<file path="src/rtl/cv32e40p_rvfi_pkg.sv">
// Shared types for the RVFI retirement monitor: FSM states, error codes,
// RVFI trap/intr field layouts and the error-log entry format.
package cv32e40p_rvfi_pkg;

  localparam int unsigned RVFI_MON_ERR_W  = 5;
  localparam int unsigned RVFI_MON_CODE_W = 3;

  typedef enum logic [1:0] {
    IDLE   = 2'd0,
    TRACK  = 2'd1,
    HALTED = 2'd2
  } rvfi_mon_state_e;

  typedef enum logic [2:0] {
    ERR_NONE  = 3'd0,
    ERR_ORDER = 3'd1,
    ERR_PC    = 3'd2,
    ERR_INTR  = 3'd3,
    ERR_TRAP  = 3'd4,
    ERR_HALT  = 3'd5
  } rvfi_mon_err_e;

  typedef struct packed {
    logic [1:0] cause_type;
    logic [2:0] debug_cause;
    logic [5:0] exception_cause;
    logic       debug;
    logic       exception;
    logic       trap;
  } rvfi_trap_t;

  typedef struct packed {
    logic [10:0] cause;
    logic        interrupt;
    logic        exception;
    logic        intr;
  } rvfi_intr_t;

  typedef struct packed {
    logic [RVFI_MON_CODE_W-1:0] code;
    logic [31:0]                order;
    logic [31:0]                pc;
  } rvfi_mon_log_t;

  localparam int unsigned RVFI_MON_LOG_W = $bits(rvfi_mon_log_t);

  // Code of the lowest-numbered error flagged; bit i corresponds to code i+1.
  function automatic logic [RVFI_MON_CODE_W-1:0] lowest_err_code(input logic [RVFI_MON_ERR_W-1:0] err);
    logic [RVFI_MON_CODE_W-1:0] code;
    code = '0;
    for (int i = RVFI_MON_ERR_W - 1; i >= 0; i--) begin
      if (err[i]) code = RVFI_MON_CODE_W'(i + 1);
    end
    return code;
  endfunction

endpackage

</file>
<file path="src/rtl/cv32e40p_rvfi_mon_fifo.sv">
// Synchronous-reset FIFO for monitor error entries; reads as zero when empty.
module cv32e40p_rvfi_mon_fifo #(
  parameter int unsigned WIDTH = 8,
  parameter int unsigned DEPTH = 4
) (
  input  logic             clk_i,
  input  logic             rst_i,
  input  logic             push_i,
  input  logic [WIDTH-1:0] data_i,
  input  logic             pop_i,
  output logic [WIDTH-1:0] data_o,
  output logic             full_o,
  output logic             empty_o
);

  localparam int unsigned PTR_W = $clog2(DEPTH);
  localparam int unsigned CNT_W = $clog2(DEPTH + 1);

  logic [WIDTH-1:0] mem [DEPTH];
  logic [PTR_W-1:0] wr_ptr;
  logic [PTR_W-1:0] rd_ptr;
  logic [CNT_W-1:0] cnt;
  logic             do_push;
  logic             do_pop;

  assign full_o  = (cnt == CNT_W'(DEPTH));
  assign empty_o = (cnt == '0);
  assign do_pop  = pop_i & ~empty_o;
  // A pop in the same cycle frees the slot, so a full FIFO still accepts the push.
  assign do_push = push_i & (~full_o | do_pop);
  assign data_o  = empty_o ? '0 : mem[rd_ptr];

  always_ff @(posedge clk_i) begin
    if (do_push) mem[wr_ptr] <= data_i;
  end

  always_ff @(posedge clk_i) begin
    if (rst_i) begin
      wr_ptr <= '0;
      rd_ptr <= '0;
      cnt    <= '0;
    end else begin
      if (do_push) wr_ptr <= wr_ptr + PTR_W'(1);
      if (do_pop)  rd_ptr <= rd_ptr + PTR_W'(1);
      cnt <= cnt + CNT_W'(do_push) - CNT_W'(do_pop);
    end
  end

endmodule

</file>
<file path="src/rtl/cv32e40p_rvfi_monitor.sv">
// RVFI retirement monitor: checks order/PC continuity, trap/intr encoding and
// post-halt retirement; counts events and logs errors into a drainable FIFO.
module cv32e40p_rvfi_monitor
  import cv32e40p_rvfi_pkg::*;
#(
  parameter int unsigned LOG_DEPTH = 4
) (
  input  logic                      clk_i,
  input  logic                      rst_i,
  input  logic                      rvfi_valid_i,
  input  logic [63:0]               rvfi_order_i,
  input  logic [31:0]               rvfi_pc_rdata_i,
  input  logic [31:0]               rvfi_pc_wdata_i,
  input  rvfi_trap_t                rvfi_trap_i,
  input  rvfi_intr_t                rvfi_intr_i,
  input  logic                      rvfi_halt_i,
  output logic                      log_valid_o,
  input  logic                      log_ready_i,
  output rvfi_mon_log_t             log_entry_o,
  output logic [RVFI_MON_ERR_W-1:0] err_mask_o,
  output logic                      log_ovfl_o,
  output logic [63:0]               retire_cnt_o,
  output logic [31:0]               trap_cnt_o,
  output logic [31:0]               intr_cnt_o
);

  rvfi_mon_state_e           state;
  logic [63:0]               last_order;
  logic [31:0]               last_pc;
  logic [RVFI_MON_ERR_W-1:0] err_c;
  logic                      log_push_q;
  rvfi_mon_log_t             log_data_q;
  logic                      fifo_full;
  logic                      fifo_empty;
  logic                      log_pop;
  logic                      unused_fields;

  assign unused_fields = ^{rvfi_trap_i.cause_type, rvfi_trap_i.debug_cause,
                           rvfi_trap_i.exception_cause, rvfi_intr_i.cause};

  // Per-retirement checks; IDLE only seeds history so continuity checks are skipped there.
  always_comb begin
    err_c = '0;
    if (rvfi_valid_i) begin
      err_c[0] = (state == TRACK) && (rvfi_order_i != last_order + 64'd1);
      err_c[1] = (state == TRACK) && !rvfi_intr_i.intr && (rvfi_pc_rdata_i != last_pc);
      err_c[2] = rvfi_intr_i.intr && (rvfi_intr_i.exception == rvfi_intr_i.interrupt);
      err_c[3] = rvfi_trap_i.trap ? !(rvfi_trap_i.exception | rvfi_trap_i.debug)
                                  :  (rvfi_trap_i.exception | rvfi_trap_i.debug);
      err_c[4] = (state == HALTED);
    end
  end

  assign log_valid_o = ~fifo_empty;
  assign log_pop     = log_valid_o & log_ready_i;

  always_ff @(posedge clk_i) begin
    if (rst_i) begin
      state        <= IDLE;
      last_order   <= '0;
      last_pc      <= '0;
      err_mask_o   <= '0;
      log_ovfl_o   <= 1'b0;
      retire_cnt_o <= '0;
      trap_cnt_o   <= '0;
      intr_cnt_o   <= '0;
      log_push_q   <= 1'b0;
      log_data_q   <= '0;
    end else begin
      log_push_q <= 1'b0;
      if (log_push_q && fifo_full && !log_pop) log_ovfl_o <= 1'b1;
      if (rvfi_valid_i) begin
        case (state)
          IDLE:    state <= rvfi_halt_i ? HALTED : TRACK;
          TRACK:   if (rvfi_halt_i) state <= HALTED;
          default: state <= HALTED;
        endcase
        last_order   <= rvfi_order_i;
        last_pc      <= rvfi_pc_wdata_i;
        retire_cnt_o <= retire_cnt_o + 64'd1;
        if (rvfi_trap_i.trap && (trap_cnt_o != '1)) trap_cnt_o <= trap_cnt_o + 32'd1;
        if (rvfi_intr_i.intr && (intr_cnt_o != '1)) intr_cnt_o <= intr_cnt_o + 32'd1;
        err_mask_o <= err_mask_o | err_c;
        log_push_q <= |err_c;
        log_data_q <= '{code:  lowest_err_code(err_c),
                        order: rvfi_order_i[31:0],
                        pc:    rvfi_pc_rdata_i};
      end
    end
  end

  cv32e40p_rvfi_mon_fifo #(
    .WIDTH (RVFI_MON_LOG_W),
    .DEPTH (LOG_DEPTH)
  ) u_log_fifo (
    .clk_i   (clk_i),
    .rst_i   (rst_i),
    .push_i  (log_push_q),
    .data_i  (log_data_q),
    .pop_i   (log_pop),
    .data_o  (log_entry_o),
    .full_o  (fifo_full),
    .empty_o (fifo_empty)
  );

endmodule

</file>
<file path="config.mk">
export PLATFORM = sky130hd
export DESIGN_NAME = cv32e40p_rvfi_monitor
export DESIGN_NICKNAME = d
export VERILOG_FILES = /design/src/rtl/cv32e40p_rvfi_pkg.sv /design/src/rtl/cv32e40p_rvfi_mon_fifo.sv /design/src/rtl/cv32e40p_rvfi_monitor.sv
export SDC_FILE = /design/constraint.sdc
export NUM_CORES = 1
export LEC_CHECK = 0
export CORE_UTILIZATION = 30
export CTS_CLUSTER_DIAMETER = 60
export DETAILED_ROUTE_END_ITERATION = 8
export PLACE_DENSITY = 0.47
export SYNTH_ARGS = -nofsm -noshare
export SYNTH_HDL_FRONTEND = slang
export SYNTH_SLANG_ARGS = --single-unit
</file>
<file path="constraint.sdc">
create_clock -name clk_i -period 3.5 [get_ports clk_i]
set_input_delay 0.7 -clock clk_i [delete_from_list [all_inputs] [get_ports clk_i]]
set_output_delay 0.7 -clock clk_i [all_outputs]
set_load 0.1 [all_outputs]
</file>
# == Yosys cells after proc, flatten, opt, wreduce, memory -nomap -nowiden ==
# Memory sizes are Yosys's and may differ from the RTL's. A register that Yosys moved wholly into a read port is not among the register bits.
# Cells that the tools add are included.
# Widths: inputs -> output; s select.
# totals
ram_bits,268
wordCells,75
romBits,0
input_bits,161
reg_bits,307
latchBits,0
out_inout_bits,202
n_memories,1
# op_classes
div_mod_pow,0
magnitude_cmp,0
n_eq_ne,9
shift,0
n_mux,15
add_sub_neg,8
bitwise_logic,9
n_reduce_logical,18
n_mul,0
# memory_table
memory,words,width,read_ports,rd_ports_with_merged_regs,wr,line,rtl
u_log_fifo.mem,4,67,1,1,1,cv32e40p_rvfi_mon_fifo.sv:19,logic [WIDTH-1:0] mem [DEPTH];
# op_table
cell,count
$add 64x1->64 const B,2
$mux 67,1
$add 32x1->32 const B,2
$ne 32x32->1 const B,2
$ne 64x64->1,1
$ne 32x32->1,1
$mux 3,5
$logic_and 1x1->1,8
$mux 2,4
$reduce_and 2->1,3
$mux 5,1
$or 5x5->5,1
$reduce_or 5->1,1
$add 2x1->2 const B,2
$pmux 2 s2,1
$add 3x1->3,1
$and 1x1->1,3
$eq 3x3->1 const B,1
$logic_not 1->1,3
$logic_not 3->1,1
$mux 1,3
$not 1->1,3
$sub 3x1->3,1
$eq 2x1->1 const B,1
other kinds (6),7

# == Longest topological paths before layout ==
# Gate-level depths: netlist (run 1).
# depth
depth_word,9
ltp_mapped,11

# == By module ==
# From an unflattened synthesis (run 1), not the netlist that was laid out.
# unflattened
cells_unflattened,1987
hier_area_um2,23712.7
# modules_own_cells
mod,cells_per_inst,area_per_inst_um2,seq_area_each_um2,instances
cv32e40p_rvfi_monitor,1513,13130.1,5365.1,1
cv32e40p_rvfi_mon_fifo,474,10582.6,8227.9,1

# == Worst setup path after synthesis (run 1) ==
# No wires, ideal clock.
# synth_timing
kind,flip-flop to flip-flop
from,register intr_cnt_o[3]
to,register intr_cnt_o[6]
stages_incl_launch_ff,11
arrival_time_ns,3.398
setup_ns,0.128
required_time_ns,3.372
period_less_slack_ns,3.526
path_slack_ns,-0.026
path_cell_list,dfxtp_1 and4_1 and4_1 nand4_1 nor4_1 a21oi_1 and3_1 clkbuf_1 nand4_1 xor2_1 nor2_1
# synth_between
elab_chain_len,3
word_cells_on_any_way,4
cone_classes,1 x add/sub; 1 x eq/ne; 2 x reduce/logical
# synth_lines
element,line,rtl
from (decl),cv32e40p_rvfi_monitor.sv:24,output logic [31:0] intr_cnt_o
from (signal assigned),cv32e40p_rvfi_monitor.sv:82,if (rvfi_intr_i.intr && (intr_cnt_o != '1)) intr_cnt_o <= intr_cnt_o + 32'd1;
"parallel branches: the longest is 3 deep, another holds $add 32x1->32",-,
# Parallel ways; which one is timed is not known.
# A chain may end at the register's enable or synchronous reset.

# == Worst setup path after layout (run 1) ==
# layout_timing
from,register last_order[5]
to,register log_data_q[66] (netlist bit)
# layout_between
elab_chain_len,5
# layout_lines
element,line,rtl
from (decl),cv32e40p_rvfi_monitor.sv:28,logic [63:0] last_order;
from (signal assigned),cv32e40p_rvfi_monitor.sv:78,last_order <= rvfi_order_i;
$add 64x1->64,cv32e40p_rvfi_monitor.sv:45,err_c[0] = (state == TRACK) && (rvfi_order_i != last_order + 64'd1);
$ne 64x64->1,cv32e40p_rvfi_monitor.sv:45,
$logic_and 1x1->1,cv32e40p_rvfi_monitor.sv:45,
$mux 5,cv32e40p_rvfi_monitor.sv:44,if (rvfi_valid_i) begin
$mux 3,cv32e40p_rvfi_pkg.sv:52,if (err[i]) code = RVFI_MON_CODE_W'(i + 1);
to (signal assigned),cv32e40p_rvfi_monitor.sv:85,"log_data_q <= '{code: lowest_err_code(err_c),"
to (decl),cv32e40p_rvfi_monitor.sv:32,rvfi_mon_log_t log_data_q;
# No other way between the ends.

==> results of run 1 <==
==> cells by family after synthesis <==
family / count (synthesis) / share of synthesized area
simple gates: 771 / 0.166
flops: 545 / 0.573
xor+xnor: 219 / 0.0809
mux: 209 / 0.124
buf+inv: 119 / 0.0194
compound gates: 117 / 0.0312
fa+ha+maj: 11 / 0.00612
==> cell usage after synthesis, drive strengths merged, types with 31 or more instances <==
master / instances / area [um2]
nand4: 65 / 422
nor2: 288 / 1080
edfxtp: 268 / 8050
mux2i: 141 / 1410
dfxtp: 277 / 5550
o21ai: 32 / 160
a21oi: 36 / 180
nand3: 80 / 400
and2: 80 / 500
nor3: 31 / 155
nand2: 72 / 270
xor2: 101 / 885
mux4: 67 / 1510
clkbuf: 59 / 224
xnor2: 118 / 1030
==> timing repair <==
item,CTS,global route
endpoints found under the hold margin,0,0
gates resized for setup,4,12
pin swaps,0,3
endpoints found under the setup margin,2,5
buffers inserted,0,5
==> layer usage <==
metal | up-vias | track usage | share of wire | wire (um)
li1 | 8146 | - | - | -
met1 | 8305 | 0.216 | 0.44 | 30100
met2 | 363 | 0.282 | 0.48 | 33100
met3 | 107 | 0.0440 | 0.056 | 3830
met4 | 8 | 0.0450 | 0.022 | 1530
met5 | - | 0 | 0.00080 | 55
==> placed cells by master (no fill, tap or decap), types with 76 or more instances in the layout <==
cell | Yosys | routed
nor2_1 | 288 | 288
and2_1 | 80 | 76
mux2i_1 | 141 | 141
nand3_1 | 80 | 80
xor2_1 | 101 | 101
edfxtp_1 | 268 | 268
buf_4 | 1 | 228
xnor2_1 | 118 | 118
dfxtp_1 | 277 | 270
clkdlybuf4s50_1 | 0 | 191
==> critical path, stage by stage (launching register included) <==
cell and delay (ns):
dfxtp_1 0.41, nand4_4 0.13, buf_4 0.18, nor4_2 0.28, buf_4 0.25, nand4_1 0.12
buf_4 0.19, o21a_1 0.19, nor4_2 0.34, buf_4 0.18, o2111a_1 0.18, nand4_1 0.20
o21a_1 0.29, o41ai_2 0.31
==> state kept, by name, summed over array words and instances (netlist names), named ones only <==
signal,cells
log_ovfl_o,1
u_log_fifo.wr_ptr,2
last_pc,32
last_order,64
log_push_q,1
state,2
trap_cnt_o,32
log_data_q,35
u_log_fifo.rd_ptr,2
err_mask_o,5
u_log_fifo.mem,268
intr_cnt_o,32
u_log_fifo.cnt,3
retire_cnt_o,64
==> power by group <==
part	internal [mW]	switching, mW	leakage (nW)
sequential	6.89	0.211	4.73
combinational	2.16	4.46	5.64
clock	4.35	2.88	1.15
total	13.4	7.55	11.5
==> how the worst min path moves through the flow <==
stage / to / slack (ns) / depth (start not counted)
after floorplan: log_ovfl_o / 0.45 / 2
after global placement: err_mask_o[3] / 0.45 / 2
after detailed placement: err_mask_o[0] / 0.46 / 1
after CTS: retire_cnt_o[0] / 0.39 / 3
after global routing: retire_cnt_o[0] / 0.41 / 3
final: retire_cnt_o[0] / 0.43 / 3
==> cell type report <==
| cell class | instances | area, um2 | share of cell area |
|---|---|---|---|
| Sequential cell | 545 | 13600 | 0.430 |
| Multi-Input combinational cell | 1327 | 9740 | 0.308 |
| Timing Repair Buffer | 464 | 4510 | 0.143 |
| Clock buffer | 90 | 1940 | 0.0614 |
| Tap cell | 1040 | 1300 | 0.0411 |
| Clock inverter | 37 | 399 | 0.0126 |
| Inverter | 30 | 113 | 0.00356 |
| Antenna cell | 4 | 10.0 | 0.000317 |
==> metrics by stage <==
step                      instance area, um2  utilization  cells  hold WS (ns)
after detailed placement               29200        0.375   3401         0.457
after floorplan                        23700            -   1991         0.449
after CTS                              31500        0.405   3528         0.386
after global routing                   31600        0.406   3536         0.413
after global placement                 29200        0.375   3401         0.453
final                                  31600        0.406   3537         0.428
==> impl_metrics.toml, run 1 <==
[run_status]
status = "complete, no violations"

[floorplanning]
die_y_um = 283
io_pins = 363
initial_core_util = 0.305
rows = 102
die-area_um2 = 80200
core-area_um2 = 77800
fp.dieW_um = 283

[placed_design]
gp_congestion = 0.867
portBuffers = 340
dp_hpwl_um = 47000
pre_cts_slack_ns = -0.356

[drt]
drc = 0
wl_per_cell_um = 19.4
drt_pass1_iterations = 5
via_per_inst = 4.79
drt-total-wl_um = 68600
antenna_left = 0
via_count = 16929
initialDrtViolationCount = 804

[yosys]
ys_ff_latch = 545
synthArstFlopShare = 0
synth_fp_nets = 2163
synthesis.area_um2 = 23700
yosysWarnings = 0
synth_enable_flop_cells = 268
syn_inst = 1991
avgSynthCellArea_um2 = 11.9
synthFlopType = "dfxtp_1"
ys_seq_area_frac = 0.573
synth.distinct_cells = 65

[critical_path]
crit_start = "last_order[5]"
r2r_cells = 13
reg2reg_from = "last_order[5]"
worstSetupPathType = "reg -> reg"
critPathArrivalTime_ns = 3.85
worstPathMaxFanout = 11
r2r_slack_ns = 0.15
r2r_end = "log_data_q[66]"
endpoint = "log_data_q[66]"
cp.required_ns = 4.00
start_kind = "register"
end_kind = "register"

[layout]
area_growth_pct = 33.3
n_fill_cell = 7516
drive_gt1_frac = 0.196
fin_nets = 2610

[sta]
finalSetupViolCount = 0
final-hold-violation-count = 0
clock_skew_ns = 0.0130
maxSlewHeadroom = 0.311
finalCriticalPeriod_ns = 3.35
maxSlewViolCount = 0
fin_ws_ns = 0.155
tightest_slew_ns = 1.03
tns_ns = 0
clock.fmax_mhz = 299
finalCritPeriodShare = 0.956

[grt]
grt_util_all_layers = 0.169
grt_pass1_vias = 17120
grt_overflow = 0
grt_pass1_wl_um = 105000
grt_max_degree = 95
antenna_found_initial = 7

[power]
p_per_area_nw_per_um2 = 662
leakage_nw = 11.5
peakVddDrop_mv = 0.381
finalPower_mw = 20.9

[cts]
cts.sinks = 545
root_buffer = "clkbuf_16"
cts.htree.levels = 3
tritoncts = "done"
cts_buffer_depth = 3
worstSkewPairLatency_ns = 0.61
path_clk_slew_ns = 0.06
cts_hold_buf = 0
cts_buffers = 70

[min_path]
hp-class = "in -> reg"
hp-start = "rvfi_valid_i"

[job]
drv_cap = 0
No activity file was read; power rests on OpenSTA's default activity.
==> inputs of run 2 (changes only) <==
--- a/config.mk
+++ b/config.mk
@@ -7,6 +7,7 @@
 export LEC_CHECK = 0
 export CORE_UTILIZATION = 30
 export CTS_CLUSTER_DIAMETER = 60
+export CTS_CLUSTER_SIZE = 28
 export DETAILED_ROUTE_END_ITERATION = 8
 export PLACE_DENSITY = 0.47
 export SYNTH_ARGS = -nofsm -noshare
==> run 2 against run 1 <==
Compared with the run above:
- sequential share of layout area rose by 0.48 points
- worst setup slack got worse by 0.025 ns
- flip-flop and latch count did not move
- sequential power barely moved
- clock-buffer cell count fell by 27
- register-to-register slack got worse by 0.03 ns
- wire length fell by 0.20%
- final cell count fell by 0.82%
- first-iteration DRC count rose by 5.5%
==> impl_metrics.toml, run 2 (same netlist as run 1, synthesis figures left out) <==
[grt]
grt_overflow = 0
grt_pass1_vias = 16959
grt_max_degree = 95
grt_util_all_layers = 0.168
grt_pass1_wl_um = 104000
antenna_found_initial = 6

[floorplanning]
io_pins = 363
die_y_um = 283
fp.dieW_um = 283
initial_core_util = 0.305
die-area_um2 = 80200
rows = 102
core-area_um2 = 77800

[layout]
final_common_cell = "nor2_1"
seq_area_um2 = 13600
fin_nets = 2593
area_growth_pct = 31.9
top_regs = "u_log_fifo.mem (268), last_order (64), retire_cnt_o (64)"
stdcell_area_um2 = 31300
mostFrequentLayoutCells = "nor2_1, edfxtp_1, dfxtp_1"
drive_gt1_frac = 0.194
regMostFlops = "u_log_fifo.mem"
n_fill_cell = 7533
largest_register_ff_count = 268
multi_input_area_um2 = 9740
utilization = 0.402

[placed_design]
place_area_um2 = 29200
gp_congestion = 0.867
pre_cts_slack_ns = -0.356
dp_hpwl_um = 47000
portBuffers = 340

[sta]
final-hold-violation-count = 0
clock.fmax_mhz = 297
maxSlewHeadroom = 0.310
tightest_slew_ns = 1.03
tns_ns = 0
fin_ws_ns = 0.130
maxSlewViolCount = 0
hold_ws_ns = 0.399
finalSetupViolCount = 0
clock_skew_ns = 0.0331
finalCriticalPeriod_ns = 3.37
finalCritPeriodShare = 0.963

[drt]
drc = 0
drt_pass1_iterations = 5
drt-total-wl_um = 68500
antenna_left = 0
via_per_inst = 4.76
via_count = 16709
initialDrtViolationCount = 848
wl_per_cell_um = 19.5

[run_status]
status = "complete, no violations"

[cts]
cts_hold_buf = 0
tritoncts = "done"
cts_buffer_depth = 3
worstSkewPairLatency_ns = 0.63
path_clk_slew_ns = 0.08
cts_buffers = 54
cts.htree.levels = 2
cts.sinks = 545
root_buffer = "clkbuf_16"

[power]
p_per_area_nw_per_um2 = 643
peakVddDrop_mv = 0.381
leakage_nw = 11.3

[critical_path]
end_kind = "register"
worstSetupPathType = "reg -> reg"
start_kind = "register"
cp.required_ns = 4.02
worstPathMaxFanout = 11
critPathArrivalTime_ns = 3.89

[min_path]
hp-class = "in -> reg"

[job]
drv_cap = 0
==> run 2: path summary, 6_finish.rpt <==
kind,end,from,slack (ns),cells past startpoint
worst min register to register,err_mask_o[0],err_mask_o[0],0.47,1
worst min-delay path,retire_cnt_o[1],rvfi_valid_i,0.40,3
worst max register to register,log_data_q[65],last_order[3],0.13,14
worst max-delay path,log_data_q[65],last_order[3],0.13,14
==> run 2: power breakdown <==
group	total, mW	switching (mW)	internal (mW)
sequential	7.09	0.213	6.88
combinational	6.62	4.46	2.16
clock	6.40	2.89	3.52
==> run 2: worst max-delay path, stage by stage (launching register included) <==
cell and delay, ns:
dfxtp_1 0.43, nand4_4 0.12, buf_4 0.18, nor4_2 0.31
buf_4 0.26, nand4_1 0.12, buf_4 0.19, o21a_1 0.19
nor4_2 0.33, buf_4 0.18, o2111a_1 0.18, nand4_1 0.19
o21a_1 0.29, buf_4 0.14, nor3_1 0.16
==> run 2: area by class of cell <==
type,count,share of cell area
antenna,3,0.000240
clock buffer,63,0.0477
clock inverter,37,0.0165
inverter,30,0.00360
multi-input combinational,1327,0.311
sequential,545,0.435
tap,1040,0.0416
timing repair buffer,463,0.144
==> run 2: what timing repair did <==
| item | in CTS | in global routing |
|---|---|---|
| pin swaps | 0 | 3 |
| buffers inserted | 0 | 4 |
| gates resized for setup | 4 | 15 |
| gates cloned | 0 | 0 |
| setup endpoints to repair | 3 | 5 |
==> run 2: metrics by stage <==
stage	cells	power [mW]
floorplan	1991	11.7
global placement	3401	13.9
global route	3507	20.9
CTS	3501	20.5
detailed placement	3401	14.0
finish	3508	20.1
==> run 2: layer usage <==
layer,up-vias,share of wire,GRT usage
met4,8,0.021,0.0416
li1,8096,-,-
met2,313,0.49,0.284
met5,-,0.00080,0
met1,8206,0.44,0.216
met3,86,0.054,0.0374
